[src/rtl/comfort_pkg.sv]
// Shared types, default thresholds and width helper for the zoned comfort controller.
package comfort_pkg;

   typedef enum logic [1:0] {
      OFF  = 2'd0,
      HEAT = 2'd1,
      COOL = 2'd2
   } hvac_state_t;

   localparam int DEF_ZONES       = 2;
   localparam int DEF_TEMP_W      = 6;
   localparam int DEF_LUME_W      = 6;
   localparam int DEF_HEAT_ON     = 16;
   localparam int DEF_HEAT_OFF    = 20;
   localparam int DEF_COOL_ON     = 30;
   localparam int DEF_COOL_OFF    = 26;
   localparam int DEF_ECO_OFFSET  = 4;
   localparam int DEF_LUME_ON     = 12;
   localparam int DEF_LUME_OFF    = 15;
   localparam int DEF_HOLD_CYCLES = 8;
   localparam int DEF_MIN_DWELL   = 4;

   function automatic int clog2(input int v);
      int r;
      r = 0;
      while ((1 << r) < v) begin
         r = r + 1;
      end
      return r;
   endfunction

endpackage

[src/rtl/comfort_zone.sv]
// One comfort zone: occupancy hold counter, HVAC FSM with minimum dwell and light hysteresis latch.
module comfort_zone
   import comfort_pkg::*;
#(
   parameter int TEMP_W      = DEF_TEMP_W,
   parameter int LUME_W      = DEF_LUME_W,
   parameter int HEAT_ON     = DEF_HEAT_ON,
   parameter int HEAT_OFF    = DEF_HEAT_OFF,
   parameter int COOL_ON     = DEF_COOL_ON,
   parameter int COOL_OFF    = DEF_COOL_OFF,
   parameter int ECO_OFFSET  = DEF_ECO_OFFSET,
   parameter int LUME_ON     = DEF_LUME_ON,
   parameter int LUME_OFF    = DEF_LUME_OFF,
   parameter int HOLD_CYCLES = DEF_HOLD_CYCLES,
   parameter int MIN_DWELL   = DEF_MIN_DWELL
) (
   input  logic              clk_i,
   input  logic              reset_i,
   input  logic              motion_i,
   input  logic [TEMP_W-1:0] temp_i,
   input  logic [LUME_W-1:0] lume_i,
   output logic              heater_o,
   output logic              cooler_o,
   output logic              light_o,
   output logic              occupied_o,
   output logic              active_next_o
);

   localparam int OCC_W   = (clog2(HOLD_CYCLES + 1) > 0) ? clog2(HOLD_CYCLES + 1) : 1;
   localparam int DWELL_W = (clog2(MIN_DWELL) > 0) ? clog2(MIN_DWELL) : 1;

   typedef logic [TEMP_W:0] temp_ext_t;

   localparam logic [OCC_W-1:0]   HOLD_LOAD  = OCC_W'(HOLD_CYCLES);
   localparam logic [DWELL_W-1:0] DWELL_LOAD = (MIN_DWELL > 0) ? DWELL_W'(MIN_DWELL - 1) : '0;
   localparam temp_ext_t HEAT_ON_T  = temp_ext_t'(HEAT_ON);
   localparam temp_ext_t HEAT_OFF_T = temp_ext_t'(HEAT_OFF);
   localparam temp_ext_t COOL_ON_T  = temp_ext_t'(COOL_ON);
   localparam temp_ext_t COOL_OFF_T = temp_ext_t'(COOL_OFF);
   localparam temp_ext_t ECO_T      = temp_ext_t'(ECO_OFFSET);
   localparam logic [LUME_W-1:0] LUME_ON_T  = LUME_W'(LUME_ON);
   localparam logic [LUME_W-1:0] LUME_OFF_T = LUME_W'(LUME_OFF);

   logic [OCC_W-1:0]   occ_cnt_q, occ_cnt_d;
   logic [DWELL_W-1:0] dwell_q, dwell_d;
   hvac_state_t        state_q, state_d;
   logic               occupied_q, occupied_d;
   logic               heater_q, heater_d;
   logic               cooler_q, cooler_d;
   logic               light_q, light_d;
   temp_ext_t          temp_x;
   temp_ext_t          heat_on_eff, heat_off_eff, cool_on_eff, cool_off_eff;

   assign temp_x = {1'b0, temp_i};

   // Occupancy hold counter; motion reloads, otherwise counts down to zero.
   always_comb begin
      occ_cnt_d = occ_cnt_q;
      if (motion_i) begin
         occ_cnt_d = HOLD_LOAD;
      end else if (occ_cnt_q != '0) begin
         occ_cnt_d = occ_cnt_q - OCC_W'(1);
      end else begin
         occ_cnt_d = occ_cnt_q;
      end
      // The motion term keeps HOLD_CYCLES=0 meaningful as a plain 1-cycle delay.
      occupied_d = motion_i | (occ_cnt_d != '0);
   end

   // Effective thresholds: setback band widens while the zone is unoccupied.
   always_comb begin
      if (occupied_q) begin
         heat_on_eff  = HEAT_ON_T;
         heat_off_eff = HEAT_OFF_T;
         cool_on_eff  = COOL_ON_T;
         cool_off_eff = COOL_OFF_T;
      end else begin
         heat_on_eff  = HEAT_ON_T - ECO_T;
         heat_off_eff = HEAT_OFF_T - ECO_T;
         cool_on_eff  = COOL_ON_T + ECO_T;
         cool_off_eff = COOL_OFF_T + ECO_T;
      end
   end

   // HVAC next state; HEAT and COOL only exit through OFF once dwell expires.
   always_comb begin
      state_d = state_q;
      dwell_d = (dwell_q != '0) ? (dwell_q - DWELL_W'(1)) : dwell_q;
      case (state_q)
         OFF: begin
            if (temp_x < heat_on_eff) begin
               state_d = HEAT;
               dwell_d = DWELL_LOAD;
            end else if (temp_x > cool_on_eff) begin
               state_d = COOL;
               dwell_d = DWELL_LOAD;
            end else begin
               state_d = OFF;
            end
         end
         HEAT: begin
            if ((temp_x >= heat_off_eff) && (dwell_q == '0)) begin
               state_d = OFF;
            end else begin
               state_d = HEAT;
            end
         end
         COOL: begin
            if ((temp_x <= cool_off_eff) && (dwell_q == '0)) begin
               state_d = OFF;
            end else begin
               state_d = COOL;
            end
         end
         default: begin
            state_d = OFF;
            dwell_d = '0;
         end
      endcase
      heater_d = (state_d == HEAT);
      cooler_d = (state_d == COOL);
   end

   // Light latch with hysteresis between LUME_ON and LUME_OFF.
   always_comb begin
      light_d = light_q;
      if (!occupied_q || (lume_i >= LUME_OFF_T)) begin
         light_d = 1'b0;
      end else if (lume_i < LUME_ON_T) begin
         light_d = 1'b1;
      end else begin
         light_d = light_q;
      end
   end

   // State and output registers.
   always_ff @(posedge clk_i) begin
      if (reset_i) begin
         occ_cnt_q  <= '0;
         dwell_q    <= '0;
         state_q    <= OFF;
         occupied_q <= 1'b0;
         heater_q   <= 1'b0;
         cooler_q   <= 1'b0;
         light_q    <= 1'b0;
      end else begin
         occ_cnt_q  <= occ_cnt_d;
         dwell_q    <= dwell_d;
         state_q    <= state_d;
         occupied_q <= occupied_d;
         heater_q   <= heater_d;
         cooler_q   <= cooler_d;
         light_q    <= light_d;
      end
   end

   assign heater_o      = heater_q;
   assign cooler_o      = cooler_q;
   assign light_o       = light_q;
   assign occupied_o    = occupied_q;
   assign active_next_o = heater_d | cooler_d | light_d;

endmodule

[src/rtl/comfort_ctrl_zoned.sv]
// Multi-zone comfort controller: one comfort_zone per zone plus a registered any_active summary.
module comfort_ctrl_zoned
   import comfort_pkg::*;
#(
   parameter int ZONES       = DEF_ZONES,
   parameter int TEMP_W      = DEF_TEMP_W,
   parameter int LUME_W      = DEF_LUME_W,
   parameter int HEAT_ON     = DEF_HEAT_ON,
   parameter int HEAT_OFF    = DEF_HEAT_OFF,
   parameter int COOL_ON     = DEF_COOL_ON,
   parameter int COOL_OFF    = DEF_COOL_OFF,
   parameter int ECO_OFFSET  = DEF_ECO_OFFSET,
   parameter int LUME_ON     = DEF_LUME_ON,
   parameter int LUME_OFF    = DEF_LUME_OFF,
   parameter int HOLD_CYCLES = DEF_HOLD_CYCLES,
   parameter int MIN_DWELL   = DEF_MIN_DWELL
) (
   input  logic                     clk,
   input  logic                     reset,
   input  logic [ZONES-1:0]         motion_sen,
   input  logic [ZONES*TEMP_W-1:0]  temp_sen,
   input  logic [ZONES*LUME_W-1:0]  lume_sen,
   output logic [ZONES-1:0]         heater,
   output logic [ZONES-1:0]         cooler,
   output logic [ZONES-1:0]         light_high,
   output logic [ZONES-1:0]         occupied,
   output logic                     any_active
);

   if (!((HEAT_ON >= ECO_OFFSET) && (HEAT_ON < HEAT_OFF) && (HEAT_OFF <= COOL_OFF) &&
         (COOL_OFF < COOL_ON) && ((COOL_ON + ECO_OFFSET) < (1 << TEMP_W)))) begin : g_bad_thresholds
      $error("comfort_ctrl_zoned: inconsistent temperature thresholds");
   end

   logic [ZONES-1:0] active_next_s;
   logic             any_active_q, any_active_d;

   for (genvar z = 0; z < ZONES; z++) begin : g_zone
      comfort_zone #(
         .TEMP_W      (TEMP_W),
         .LUME_W      (LUME_W),
         .HEAT_ON     (HEAT_ON),
         .HEAT_OFF    (HEAT_OFF),
         .COOL_ON     (COOL_ON),
         .COOL_OFF    (COOL_OFF),
         .ECO_OFFSET  (ECO_OFFSET),
         .LUME_ON     (LUME_ON),
         .LUME_OFF    (LUME_OFF),
         .HOLD_CYCLES (HOLD_CYCLES),
         .MIN_DWELL   (MIN_DWELL)
      ) u_zone (
         .clk_i         (clk),
         .reset_i       (reset),
         .motion_i      (motion_sen[z]),
         .temp_i        (temp_sen[z*TEMP_W +: TEMP_W]),
         .lume_i        (lume_sen[z*LUME_W +: LUME_W]),
         .heater_o      (heater[z]),
         .cooler_o      (cooler[z]),
         .light_o       (light_high[z]),
         .occupied_o    (occupied[z]),
         .active_next_o (active_next_s[z])
      );
   end

   assign any_active_d = |active_next_s;

   // Summary flag registered on the same edge as the zone outputs it reflects.
   always_ff @(posedge clk) begin
      if (reset) begin
         any_active_q <= 1'b0;
      end else begin
         any_active_q <= any_active_d;
      end
   end

   assign any_active = any_active_q;

endmodule

[config.mk]
export PLATFORM = sky130hd
export DESIGN_NAME = comfort_ctrl_zoned
export DESIGN_NICKNAME = d
export VERILOG_FILES = /design/src/rtl/comfort_pkg.sv /design/src/rtl/comfort_zone.sv /design/src/rtl/comfort_ctrl_zoned.sv
export SDC_FILE = /design/constraint.sdc
export NUM_CORES = 1
export LEC_CHECK = 0
export ABC_AREA = 0
export BUFFER_PORTS_ARGS = -buffer_cell sky130_fd_sc_hd__buf_2
export CAP_MARGIN = 10
export CORE_ASPECT_RATIO = 0.5
export CORE_MARGIN = 1
export CORE_UTILIZATION = 40
export DETAILED_ROUTE_END_ITERATION = 10
export PLACE_DENSITY = 0.63
export REMOVE_ABC_BUFFERS = 1
export SLEW_MARGIN = 40
export SYNTH_ARGS = -nofsm -noshare
export SYNTH_HDL_FRONTEND = slang
export SYNTH_SLANG_ARGS = --single-unit
[constraint.sdc]
create_clock -name clk -period 5.35 [get_ports clk]
set_input_delay 0.535 -clock clk [delete_from_list [all_inputs] [get_ports clk]]
set_output_delay 0.535 -clock clk [all_outputs]
set_load 0.005 [all_outputs]
==> results by stage <==
Finish:
- The area of all placed cells without fillers is 2050 um^2.
- The total inserted antenna cells is 0.
- The count of filler cells inserted in the layout is 403.
- After the last flow step, the layout net total stands at a little under 300.
- The area overhead of the layout relative to synthesis is 12.3%.
- Summing all multi-input logic gate instances after layout gives about 1200 um^2.
- Cells with a size suffix above 1 make up a little over a fifth of the layout.
- Across the whole layout, storage elements account for about 500 um^2.
- For this run, the number of standard cells in the final layout without fillers is 292.

Logic synthesis:
- Counting flops with an async set or reset pin after synthesis yields a share of 0%.
- The most used flip-flop cell after synthesis is sky130_fd_sc_hd__dfxtp_1.
- By area the synthesized netlist is led by sky130_fd_sc_hd__dfxtp_1 27%, sky130_fd_sc_hd__ha_1 21%, sky130_fd_sc_hd__nor2_1 4.3%, sky130_fd_sc_hd__inv_1 3.9%, sky130_fd_sc_hd__a21oi_1 3.3%.
- Of all cell types, the one taking the most synthesized area is sky130_fd_sc_hd__dfxtp_1.
- The cell area after technology mapping is 1820 um^2.
- Summed over its instances, the top area cell type makes up 27.5% of the synthesized netlist area.
- The mean cell area of the mapped netlist is 8.76 um^2.
- The number of warnings printed during yosys synthesis is 0.
- The synthesized design contains 25 register bits.
- The count of mapped cells out of synthesis is between 200 and 250.
- The share of synthesized area occupied by flip-flops and latches is 27.5%.
- The number of enable flip-flop cells after synthesis is 0.
- Counting distinct cell types in the post-synthesis netlist gives 45.

Clocking:
- The clock passes through at most 2 buffers.
- Gates resized during post-CTS repair numbered 0.
- Clock-pin slew was measured on the worst setup and hold paths at 90 ps.
- The clock latency of the later-clocked register in the worst-skew pair is 270 ps.
- The root cell of the clock tree is sky130_fd_sc_hd__clkbuf_8.
- TritonCTS created 3 clock buffers.
- The total setup buffers inserted after CTS is 0.
- The level count of the clock H-tree is 1.
- TritonCTS built the clock tree.
- The quantity of hold-fixing buffers added after cts is 0.
- The tree built by TritonCTS fans out to 25 sinks.

Setup path:
- Data arrives at the worst endpoint at 2520 ps.
- The cell with the largest stage delay on the worst path is sky130_fd_sc_hd__dfxtp_1.
- In this run the critical register-to-register path is captured at any_active$_SDFF_PP0_.
- The maximum fanout count along the critical path is 6.
- STA classifies the critical path startpoint as a flop.
- In this run the critical register-to-register path is launched from g_zone[0].u_zone.occupied_o$_SDFF_PP0_.
- The cell depth of the worst flop-to-flop path is 8.
- Grouping stages by cell kind, the critical path spends the most delay in compound AO/OA/AOI/OAI gates.
- The signal on the critical path passes through inv_1 > ha_1 > o21bai_1 > a211oi_2 > a32oi_1 > or2_1 > ha_1 > a41oi_1.
- The worst setup path is captured at a flop.
- At the worst endpoint, the required time is 5540 ps.
- For flop-to-flop paths, the worst setup slack is 3020 ps.
- The most common cell type on the critical path is sky130_fd_sc_hd__ha_1.
- The class of the most critical setup path is flop to flop.
- The number of buffer and inverter stages on the critical path is 1.
- The peak per-stage delay on the critical path is approximately 440 ps.

Floorplanning:
- The number of primary I/O pins is 37.
- The initial utilization of the core area, before any placement, comes to 44.2%.
- From bottom edge to top edge, the die measures between 40 and 50 um.
- The area of the die is 4840 um^2.
- Row generation in the floorplan step produced 16 rows.
- After floorplanning, the core was sized to cover 4120 um^2.
- From left edge to right edge, the die measures 97.4 um.

Power and ir drop:
- The share of total power dissipated in sequential elements is 40.6%.
- The share of total power dissipated in combinational logic is 40.3%.
- The design draws a little under 600 uW.
- The areal power density over the cells is 285 nW/um^2.
- Net switching is 35.0% of the power.
- The reported leakage power is 0.000936 uW.
- The maximum resistive drop on vdd is 0.0000934 V.
- The analysis attributes to net switching a power of 204 uW.
- The internal power of the cells totals roughly 380 uW.
- The share of total power dissipated in the clock network is 19.1%.

Drt:
- The remaining antenna violation count is 0.
- The routed via count is 1512.
- The number of remaining DRC errors is 0.
- Before antenna repair, the detailed router went through 4 iterations.
- Dividing the detail-routed via count by the number of cells gives 5.18.
- The starting DRC count in detailed routing is 33.
- The average wire per cell in the routed design is 11.9 um.
- The routed design has 3480 um of wire.

Worst hold path:
- The class of the tightest hold or removal check is primary input to flop.
- The terminating pin of the worst hold path is g_zone[1].u_zone.occ_cnt_q[0]$_SDFF_PP0_.
- The worst hold path passes through 2 cells.
- The startpoint of the lowest-slack hold path is motion_sen[1].

Timing:
- For the final database, setup skew stands at 3.72 ps.
- Setup repair after global routing left no endpoint under its margin.
- The worst slew margin relative to its limit is 74.0%.
- Hold is met by 488 ps.
- Setup violations remaining at the end of the flow were counted as 0.
- The clock period could shrink to around 2300 ps.
- For the final routed database, the setup TNS stands at 0 ps.
- The number of hold violations in the final report is 0.
- For this run, the top clock speed supported by timing is 429 MHz.
- The share of the cycle needed by the critical path after routing is 43.5%.
- The max-slew violation count came to 0.
- The measured slew at the worst slew-check pin is 390 ps.

Placement:
- The number of cells after detailed placement is 288.
- The quantity of I/O buffers inserted on ports is 36.
- The placed wire-length estimate after detailed placement is roughly 2800 um.
- The last weighted congestion value of the routability-driven placer is 0.808.
- The cell area after placement is approximately 2000 um^2.

Outcome:
- The run finished with clean final reports.

GRT:
- The number of global-route vias before repair was 1388.
- Entering global routing, the biggest net connects 22 pins.
- For this run, the total global-route usage over all layers was measured as 15.1%.
- The first-pass GRT wire length is about 6000 um.
- The leftover overflow at the end of global routing is 0.
- The initial antenna violation count is 0.

Flow run:
- The number of max-cap violations is 0.
## stage by stage
step	utilization, %	setup slack [ps]
after floorplan	-	3260
after global placement	48.5	2990
after detailed placement	48.5	2960
after CTS	49.6	3010
after global routing	49.6	2820
final	49.6	3020
## power by group through the flow
stage	clock network (uW)	logic (uW)	registers, uW
floorplan	0	173	237
global placement	0	230	241
detailed placement	0	234	242
CTS	116	236	237
global route	126	266	241
finish	112	235	237
## routing by layer
layer  part of all wire [%]  wire length, um  vias up  track usage, %
li1                       -                -      786               -
met1                     51             1770      696            19.5
met2                     45             1560       28            25.8
met3                    3.8              133        2            3.69
met4                   0.55               19        0            2.94
met5                      0                0        -               0
## how the worst max path moves through the flow
stage | start | end | slack (ps) | cells after the start
final | g_zone[0].u_zone.occupied_o$_SDFF_PP0_ | any_active$_SDFF_PP0_ | 3020 | 8
after global routing | g_zone[1].u_zone.occupied_o$_SDFF_PP0_ | any_active$_SDFF_PP0_ | 2820 | 8
after CTS | g_zone[1].u_zone.occupied_o$_SDFF_PP0_ | any_active$_SDFF_PP0_ | 3010 | 8
after detailed placement | temp_sen[8] | any_active$_SDFF_PP0_ | 2960 | 9
after global placement | temp_sen[8] | any_active$_SDFF_PP0_ | 2990 | 9
after floorplan | temp_sen[8] | any_active$_SDFF_PP0_ | 3260 | 8
## cells in the final DEF (no fill, tap or decap), types with 3 or more instances in the layout
cell,n
sky130_fd_sc_hd__xnor2_1,3
sky130_fd_sc_hd__a211oi_1,3
sky130_fd_sc_hd__buf_2,36
sky130_fd_sc_hd__nor2b_1,7
sky130_fd_sc_hd__ha_1,30
sky130_fd_sc_hd__o21ai_0,6
sky130_fd_sc_hd__nand2_1,13
sky130_fd_sc_hd__nand2b_1,3
sky130_fd_sc_hd__or3_1,4
sky130_fd_sc_hd__inv_1,19
sky130_fd_sc_hd__nor2_1,21
sky130_fd_sc_hd__a21oi_1,12
sky130_fd_sc_hd__clkbuf_8,3
sky130_fd_sc_hd__nor3_1,9
sky130_fd_sc_hd__o32ai_1,3
sky130_fd_sc_hd__dfxtp_1,25
## logic make-up (layout without fill, tap and decap cells)
logic type / count (synthesis) / after routing / share of synthesized area (%)
buffers and inverters: 29 / 59 / 7.69
AOI/OAI and AO/OA: 48 / 48 / 21.2
and+or+nand+nor: 71 / 71 / 20.0
DFF: 25 / 25 / 27.5
xor gates and xnor gates: 3 / 3 / 1.44
adders and majority gates: 30 / 30 / 20.6
muxes: 2 / 2 / 1.65
## state kept, by name (all words and copies together) (netlist names)
register	cells
g_zone.u_zone.state_q	4
any_active	1
g_zone.u_zone.occ_cnt_q	8
g_zone.u_zone.occupied_o	2
g_zone.u_zone.heater_o	2
g_zone.u_zone.light_o	2
g_zone.u_zone.cooler_o	2
g_zone.u_zone.dwell_q	4
## cell type report
| type | instances | share of cell area (%) |
|---|---|---|
| clock buffers | 4 | 2.20 |
| well taps | 54 | 3.30 |
| multi-input cells | 154 | 57.7 |
| repair buffers | 36 | 8.81 |
| inverters | 19 | 3.49 |
| flip-flops and latches | 25 | 24.5 |
## worst reg2reg max path, stage by stage, from the launching register on
cell	delay, ps
sky130_fd_sc_hd__dfxtp_1	440
sky130_fd_sc_hd__inv_1	170
sky130_fd_sc_hd__ha_1	330
sky130_fd_sc_hd__o21bai_1	70
sky130_fd_sc_hd__a211oi_2	400
sky130_fd_sc_hd__a32oi_1	180
sky130_fd_sc_hd__or2_1	250
sky130_fd_sc_hd__ha_1	290
sky130_fd_sc_hd__a41oi_1	140
## synthesized netlist by cell type (3+ instances only)
cell type and n:
sky130_fd_sc_hd__nand2_1 13, sky130_fd_sc_hd__a211oi_1 3, sky130_fd_sc_hd__or3_1 4, sky130_fd_sc_hd__o32ai_1 3, sky130_fd_sc_hd__inv_1 19, sky130_fd_sc_hd__a21oi_1 12, sky130_fd_sc_hd__dfxtp_1 25, sky130_fd_sc_hd__o21ai_0 6
sky130_fd_sc_hd__nor2_1 21, sky130_fd_sc_hd__nor3_1 9, sky130_fd_sc_hd__buf_4 8, sky130_fd_sc_hd__nor2b_1 7, sky130_fd_sc_hd__ha_1 30, sky130_fd_sc_hd__nand2b_1 3, sky130_fd_sc_hd__xnor2_1 3
(Power assumes the default switching activity.)
